**src/rtl/geofence_ctrl.sv**
```systemverilog
// rtl/geofence_ctrl.sv - geofence query sequencer with one shared cross sign unit
//
// geofence_ctrl: takes one object point and six fence vertices, sorts the
// fence by angle about its first vertex, then tests the object against every
// fence edge. All comparisons share one combinational geofence_cross instance.
// The design runs one comparison per cycle.
//
// Ports:
//   clk        system clock, rising edge
//   reset_n    asynchronous active-low reset
//   en         point-valid strobe; X/Y captured when en=1 and not busy
//   X, Y       point coordinates (unsigned, CW bits)
//   busy       high from the 7th captured point through the valid cycle
//   valid      one-cycle result strobe
//   is_inside  1 = object strictly inside the fence; holds until next result
//
// Optional build macro: GEOFENCE_EARLY_EXIT_EN. When it is defined, the first
// failing edge test ends TEST early with is_inside=0.
//
// geofence_cross: combinational sign of (T-A) x (S-B).
// Its output s is 0 when the cross product is > 0, and 1 when it is <= 0.

module geofence_cross #(
    parameter int CW = 10
) (
    input  logic [CW-1:0] ax,
    input  logic [CW-1:0] ay,
    input  logic [CW-1:0] tx,
    input  logic [CW-1:0] ty,
    input  logic [CW-1:0] bx,
    input  logic [CW-1:0] by,
    input  logic [CW-1:0] sx,
    input  logic [CW-1:0] sy,
    output logic          s
);

    logic [CW-1:0]   dx1, dy1, dx2, dy2;
    logic            negX1, negY1, negX2, negY2;
    logic [2*CW-1:0] mag1, mag2;
    logic            neg1, neg2;
    logic            positive;

    // Each vector component is held as a magnitude plus a sign bit.
    // Both products are therefore unsigned 2*CW-bit values and cannot overflow.
    always_comb begin
        negX1 = (tx < ax);
        negY1 = (ty < ay);
        negX2 = (sx < bx);
        negY2 = (sy < by);
        dx1   = negX1 ? (ax - tx) : (tx - ax);
        dy1   = negY1 ? (ay - ty) : (ty - ay);
        dx2   = negX2 ? (bx - sx) : (sx - bx);
        dy2   = negY2 ? (by - sy) : (sy - by);
        mag1  = {{CW{1'b0}}, dx1} * {{CW{1'b0}}, dy2};
        mag2  = {{CW{1'b0}}, dy1} * {{CW{1'b0}}, dx2};
        // A zero product has no sign, so it never counts as negative.
        neg1  = (negX1 ^ negY2) & (mag1 != '0);
        neg2  = (negY1 ^ negX2) & (mag2 != '0);
        // The cross product is mag1(signed) - mag2(signed). It is > 0 when:
        //   both terms >= 0: mag1 > mag2
        //   term1 >= 0 and term2 < 0: always
        //   term1 < 0 and term2 >= 0: never
        //   both terms < 0: mag1 < mag2
        if (neg1) begin
            positive = neg2 & (mag1 < mag2);
        end else begin
            positive = neg2 | (mag1 > mag2);
        end
        s = ~positive;
    end

endmodule

module geofence_ctrl #(
    parameter int CW = 10
) (
    input  logic          clk,
    input  logic          reset_n,
    input  logic          en,
    input  logic [CW-1:0] X,
    input  logic [CW-1:0] Y,
    output logic          busy,
    output logic          valid,
    output logic          is_inside
);

    typedef enum logic [2:0] {
        IDLE,
        SORT,
        TEST,
        FINAL,
        DONE
    } stateType;

    stateType      state;
    logic [2:0]    cnt;
    logic [2:0]    sortJ;
    logic [1:0]    sortPass;
    logic [2:0]    testI;
    logic          ok;

    // Index 0 holds the object. Indices 1..6 hold fence points P0..P5.
    logic [CW-1:0] px [0:6];
    logic [CW-1:0] py [0:6];

    logic [2:0]    idxA, idxT, idxS;
    logic [2:0]    lastJ;
    logic          crossS;

    // Operand selection for the single shared cross unit.
    // In SORT, both vectors start at P0 (index 1) and Pj is compared with Pj+1.
    // In TEST, both vectors start at Pi; one points along the edge and the other at the object.
    always_comb begin
        idxA = 3'd0;
        idxT = 3'd0;
        idxS = 3'd0;
        case (state)
            SORT: begin
                idxA = 3'd1;
                idxT = sortJ + 3'd1;
                idxS = sortJ + 3'd2;
            end
            TEST: begin
                idxA = testI + 3'd1;
                idxT = (testI == 3'd5) ? 3'd1 : (testI + 3'd2);
                idxS = 3'd0;
            end
            default: begin
                idxA = 3'd0;
                idxT = 3'd0;
                idxS = 3'd0;
            end
        endcase
    end

    // TEST uses Pi as the base of both vectors, so A and B share one index.
    geofence_cross #(.CW(CW)) u_cross (
        .ax (px[idxA]),
        .ay (py[idxA]),
        .tx (px[idxT]),
        .ty (py[idxT]),
        .bx (px[idxA]),
        .by (py[idxA]),
        .sx (px[idxS]),
        .sy (py[idxS]),
        .s  (crossS)
    );

    // Bubble pass p ends at j = 4 - p. Across the four passes this gives 4+3+2+1 compares.
    assign lastJ = 3'd4 - {1'b0, sortPass};

    // Point storage is not reset, because its contents are don't-care until a full dataset is loaded.
    always_ff @(posedge clk) begin
        if (state == IDLE && en) begin
            px[cnt] <= X;
            py[cnt] <= Y;
        end else if (state == SORT && crossS) begin
            px[idxT] <= px[idxS];
            py[idxT] <= py[idxS];
            px[idxS] <= px[idxT];
            py[idxS] <= py[idxT];
        end
    end

    always_ff @(posedge clk or negedge reset_n) begin
        if (!reset_n) begin
            state     <= IDLE;
            cnt       <= 3'd0;
            sortJ     <= 3'd1;
            sortPass  <= 2'd0;
            testI     <= 3'd0;
            ok        <= 1'b0;
            busy      <= 1'b0;
            valid     <= 1'b0;
            is_inside <= 1'b0;
        end else begin
            valid <= 1'b0;
            case (state)
                IDLE: begin
                    if (en) begin
                        if (cnt == 3'd6) begin
                            cnt      <= 3'd0;
                            busy     <= 1'b1;
                            sortJ    <= 3'd1;
                            sortPass <= 2'd0;
                            state    <= SORT;
                        end else begin
                            cnt <= cnt + 3'd1;
                        end
                    end
                end
                SORT: begin
                    if (sortJ == lastJ) begin
                        sortJ <= 3'd1;
                        if (sortPass == 2'd3) begin
                            testI <= 3'd0;
                            ok    <= 1'b1;
                            state <= TEST;
                        end else begin
                            sortPass <= sortPass + 2'd1;
                        end
                    end else begin
                        sortJ <= sortJ + 3'd1;
                    end
                end
                TEST: begin
                    ok <= ok & ~crossS;
`ifdef GEOFENCE_EARLY_EXIT_EN
                    if (crossS || testI == 3'd5) begin
                        state <= FINAL;
                    end else begin
                        testI <= testI + 3'd1;
                    end
`else
                    if (testI == 3'd5) begin
                        state <= FINAL;
                    end else begin
                        testI <= testI + 3'd1;
                    end
`endif
                end
                // ok now includes the last edge test. Register it onto the outputs.
                FINAL: begin
                    valid     <= 1'b1;
                    is_inside <= ok;
                    state     <= DONE;
                end
                // This is the valid cycle. en is ignored here, and loading resumes on the next cycle.
                DONE: begin
                    busy  <= 1'b0;
                    state <= IDLE;
                end
                default: begin
                    state <= IDLE;
                end
            endcase
        end
    end

endmodule

```
**config.mk**
```make
export PLATFORM = sky130hd
export DESIGN_NAME = geofence_ctrl
export DESIGN_NICKNAME = d
export VERILOG_FILES = /design/src/rtl/geofence_ctrl.sv
export SDC_FILE = /design/constraint.sdc
export NUM_CORES = 1
export LEC_CHECK = 0
export CAP_MARGIN = 20
export CORE_MARGIN = 2
export CORE_UTILIZATION = 55
export CTS_CLUSTER_SIZE = 30
export DETAILED_ROUTE_END_ITERATION = 8
export PLACE_DENSITY = 0.83
export SKIP_LAST_GASP = 1
export SLEW_MARGIN = 20
export SYNTH_ARGS = -nofsm -noshare
export SYNTH_HDL_FRONTEND = slang
export SYNTH_SLANG_ARGS = --single-unit
```
**constraint.sdc**
```tcl
create_clock -name clk -period 25.7 [get_ports clk]
set_clock_uncertainty 0.2 [all_clocks]
set_input_delay 2.57 -clock clk [delete_from_list [all_inputs] [get_ports clk]]
set_output_delay 2.57 -clock clk [all_outputs]
set_load 0.01 [all_outputs]
```
==> results.md <==
- Via count of the first global-routing pass: roughly 21000
- Startpoint Class: flop
- Via/cell ratio: approximately 6.5
- Placeable Area: between 40000 and 50000 sq um
- Pin count of the biggest net entering global routing: a little over 100
- Clock sink count: ~160
- Worst-Skew Late Latency: around 0.46 ns
- CTS H-Tree Depth: 4
- Initial DRT Pass Iterations: 7
- Final Critical Period: 16.19 ns
- Mapped Cells: 2760
- Hold buffers post-CTS: 0
- Wire per inst: around 22 microns
- Setup TNS: 0 ns
- Synth Flop Type: edfxtp_1
- Count leader, synth: nand2_1
- Post-synth net total: about 3100
- Critical-path top delay cell: dfrtp_1
- Final Cell Area: between 20000 and 25000 sq um
- Seq/Total Area, Yosys: just over 20%
- Slew of the pin with the lowest slew margin: 1.12 ns
- GR met1 Demand/Resource: 42.9%
- Unique masters post-synth: roughly 110
- Final setup fails: 0
- Most common cell on crit path: inv_1
- Postcts setup bufs: 0
- N_diodes: 0
- Initial antenna violation count: 0
- DP Area: ~24000 sq um
- Fin. Hold Viols: 0
- Die height: 209 microns
- Outcome: complete, no violations
- Resize count post-CTS: 0
- CTS Buffer Depth: 2
- Fin Hold WS: roughly 0.31 ns
- Number of max-cap violations: 0
- Final nets: about 3100
- Post-synth top area share: roughly 18%
- Final global-route overflow total: 0
- Routed WL: between 70000 and 80000 microns
- Fmax: 0.0618 GHz
- Root Driver: clkbuf_16
- All-layer global routing usage: 32.8%
- Synth cell count leaders: nand2_1, nor2_1, inv_1
- Crit Path Max Fanout: about 100
- DRC: 0
- CTS tree: yes
- Met2 GRT Util: between 50% and 60%
- Effective utilization at floorplan: 55.4%
- Slew margin rel.: between 20% and 30%
- Post-route ant nets: 0
- Post-synth EDFFs: 140
- Setup CP Type: reg2reg
- RePlAce Congestion: 0.990
- Yosys warns: 0
- Synth area leaders: edfxtp_1, ha_1, fa_1, mux2_4, nand2_1
- Number of CTS-inserted buffers: 17
- First-pass GRT wire length: between 100000 and 150000 microns
- Layout cells sized above 1: 10.8%
- CP peak stage delay: 0.89 ns
- RSZ-0062 raised after global routing: false
- GR Util met3: ~6.3%
- Mapped Area: about 23000 sq um
- Crit share post-route: a little over three fifths
- Setup crit end kind: flop
- Post-DP HPWL: 50900 microns
- Die ar.: about 44000 sq um
- Vias: between 20000 and 25000
- GRT Max-Usage Layer: met2
- HP Class: reg2reg
- Area grow syn2layout: 5.65%
- Post-synthesis register bit count: approximately 160
- Synth async-reset ratio: 11.4%
- CP required: ~26 ns
- IO Port Bufs: 25
- Largest area contributor in the netlist: edfxtp_1
- Clock slew seen by the registers of the worst setup and hold paths: around 0.070 ns
- Syn avg cell area: between 8 and 9 sq um
- Chip Width: around 210 microns
- I/O pin cnt: 26
- Detailed Route Iter0 Violations: 3163
- Final Max Tran Viols: 0
- FP Rows: 75
- Critical path data arrival time: 16.12 ns
## path summary, 6_finish.rpt
path,startpoint,endpoint,slack (ns),cells after the start
max,state[2],py[6][5],9.51,48
min,is_inside,is_inside,0.31,1
max reg2reg,state[2],py[6][5],9.51,48
min reg2reg,is_inside,is_inside,0.31,1
max in group asynchronous,reset_n,cnt[2],22.41,1
min in group asynchronous,reset_n,valid,2.39,1
## stage by stage
step                utilization (%)  std cells  setup slack [ns]
floorplan                         -       2760             11.99
finish                         58.6       3268              9.51
detailed placement             57.2       3236              9.85
global route                   58.6       3268              8.69
global placement               57.2       3236             10.32
CTS                            58.6       3268              9.78
## layout by cell type (no fill, tap or decap), drive strengths merged, types with 48 or more instances in the layout
cell type | Yosys | final
nand3 | 114 | 114
edfxtp | 140 | 140
nor2 | 264 | 264
ha | 209 | 209
fa | 128 | 128
o21ai | 147 | 147
a21o | 49 | 49
nand2b | 48 | 48
inv | 242 | 246
mux2 | 145 | 145
nand2 | 384 | 384
a21oi | 218 | 218
buf | 38 | 54
## layer usage
metal / share of wire [%] / vias up
li1: - / 9559
met1: 39 / 10200
met2: 45 / 1363
met3: 11 / 293
met4: 5.9 / 0
met5: 0 / -
## sequential cells by signal, indices dropped and copies added (netlist names)
signal	count
testI	3
sortPass	2
py	70
is_inside	1
valid	1
busy	1
state	3
sortJ	3
px	70
ok	1
cnt	3
## kinds of logic (layout without fill, tap and decap cells)
| logic type | Yosys count | in the layout | synth area share (%) |
|---|---|---|---|
| simple gates | 972 | 972 | 19.1 |
| compound gates | 655 | 655 | 18.1 |
| buf+inv | 384 | 353 | 7.07 |
| fa+ha+maj | 338 | 338 | 22.4 |
| mux | 176 | 176 | 10.3 |
| flops | 158 | 158 | 20.1 |
| xor+xnor | 77 | 77 | 2.91 |
## critical path, delay by kind of cell (launching register included)
kind	cells	cell delay, ns
AO/OA/AOI/OAI	14	4.93
adder cells (fa/ha/maj)	8	3.51
flip-flops	1	0.89
AND/OR/NAND/NOR	15	4.31
XOR/XNOR	1	0.26
multiplexers	1	0.21
buffers and inverters	9	1.40
## final cells by class
type	count	area, sq um
clock inverters	15	160
repair buffers	79	656
multi-input cells	2218	17000
clock buffers	17	425
fillers	3519	17300
inverters	242	908
flip-flops and latches	158	4660
well taps	539	674
Power is not shown: default switching activity piles up to over one toggle a cycle in this logic, so the estimate is an artifact.
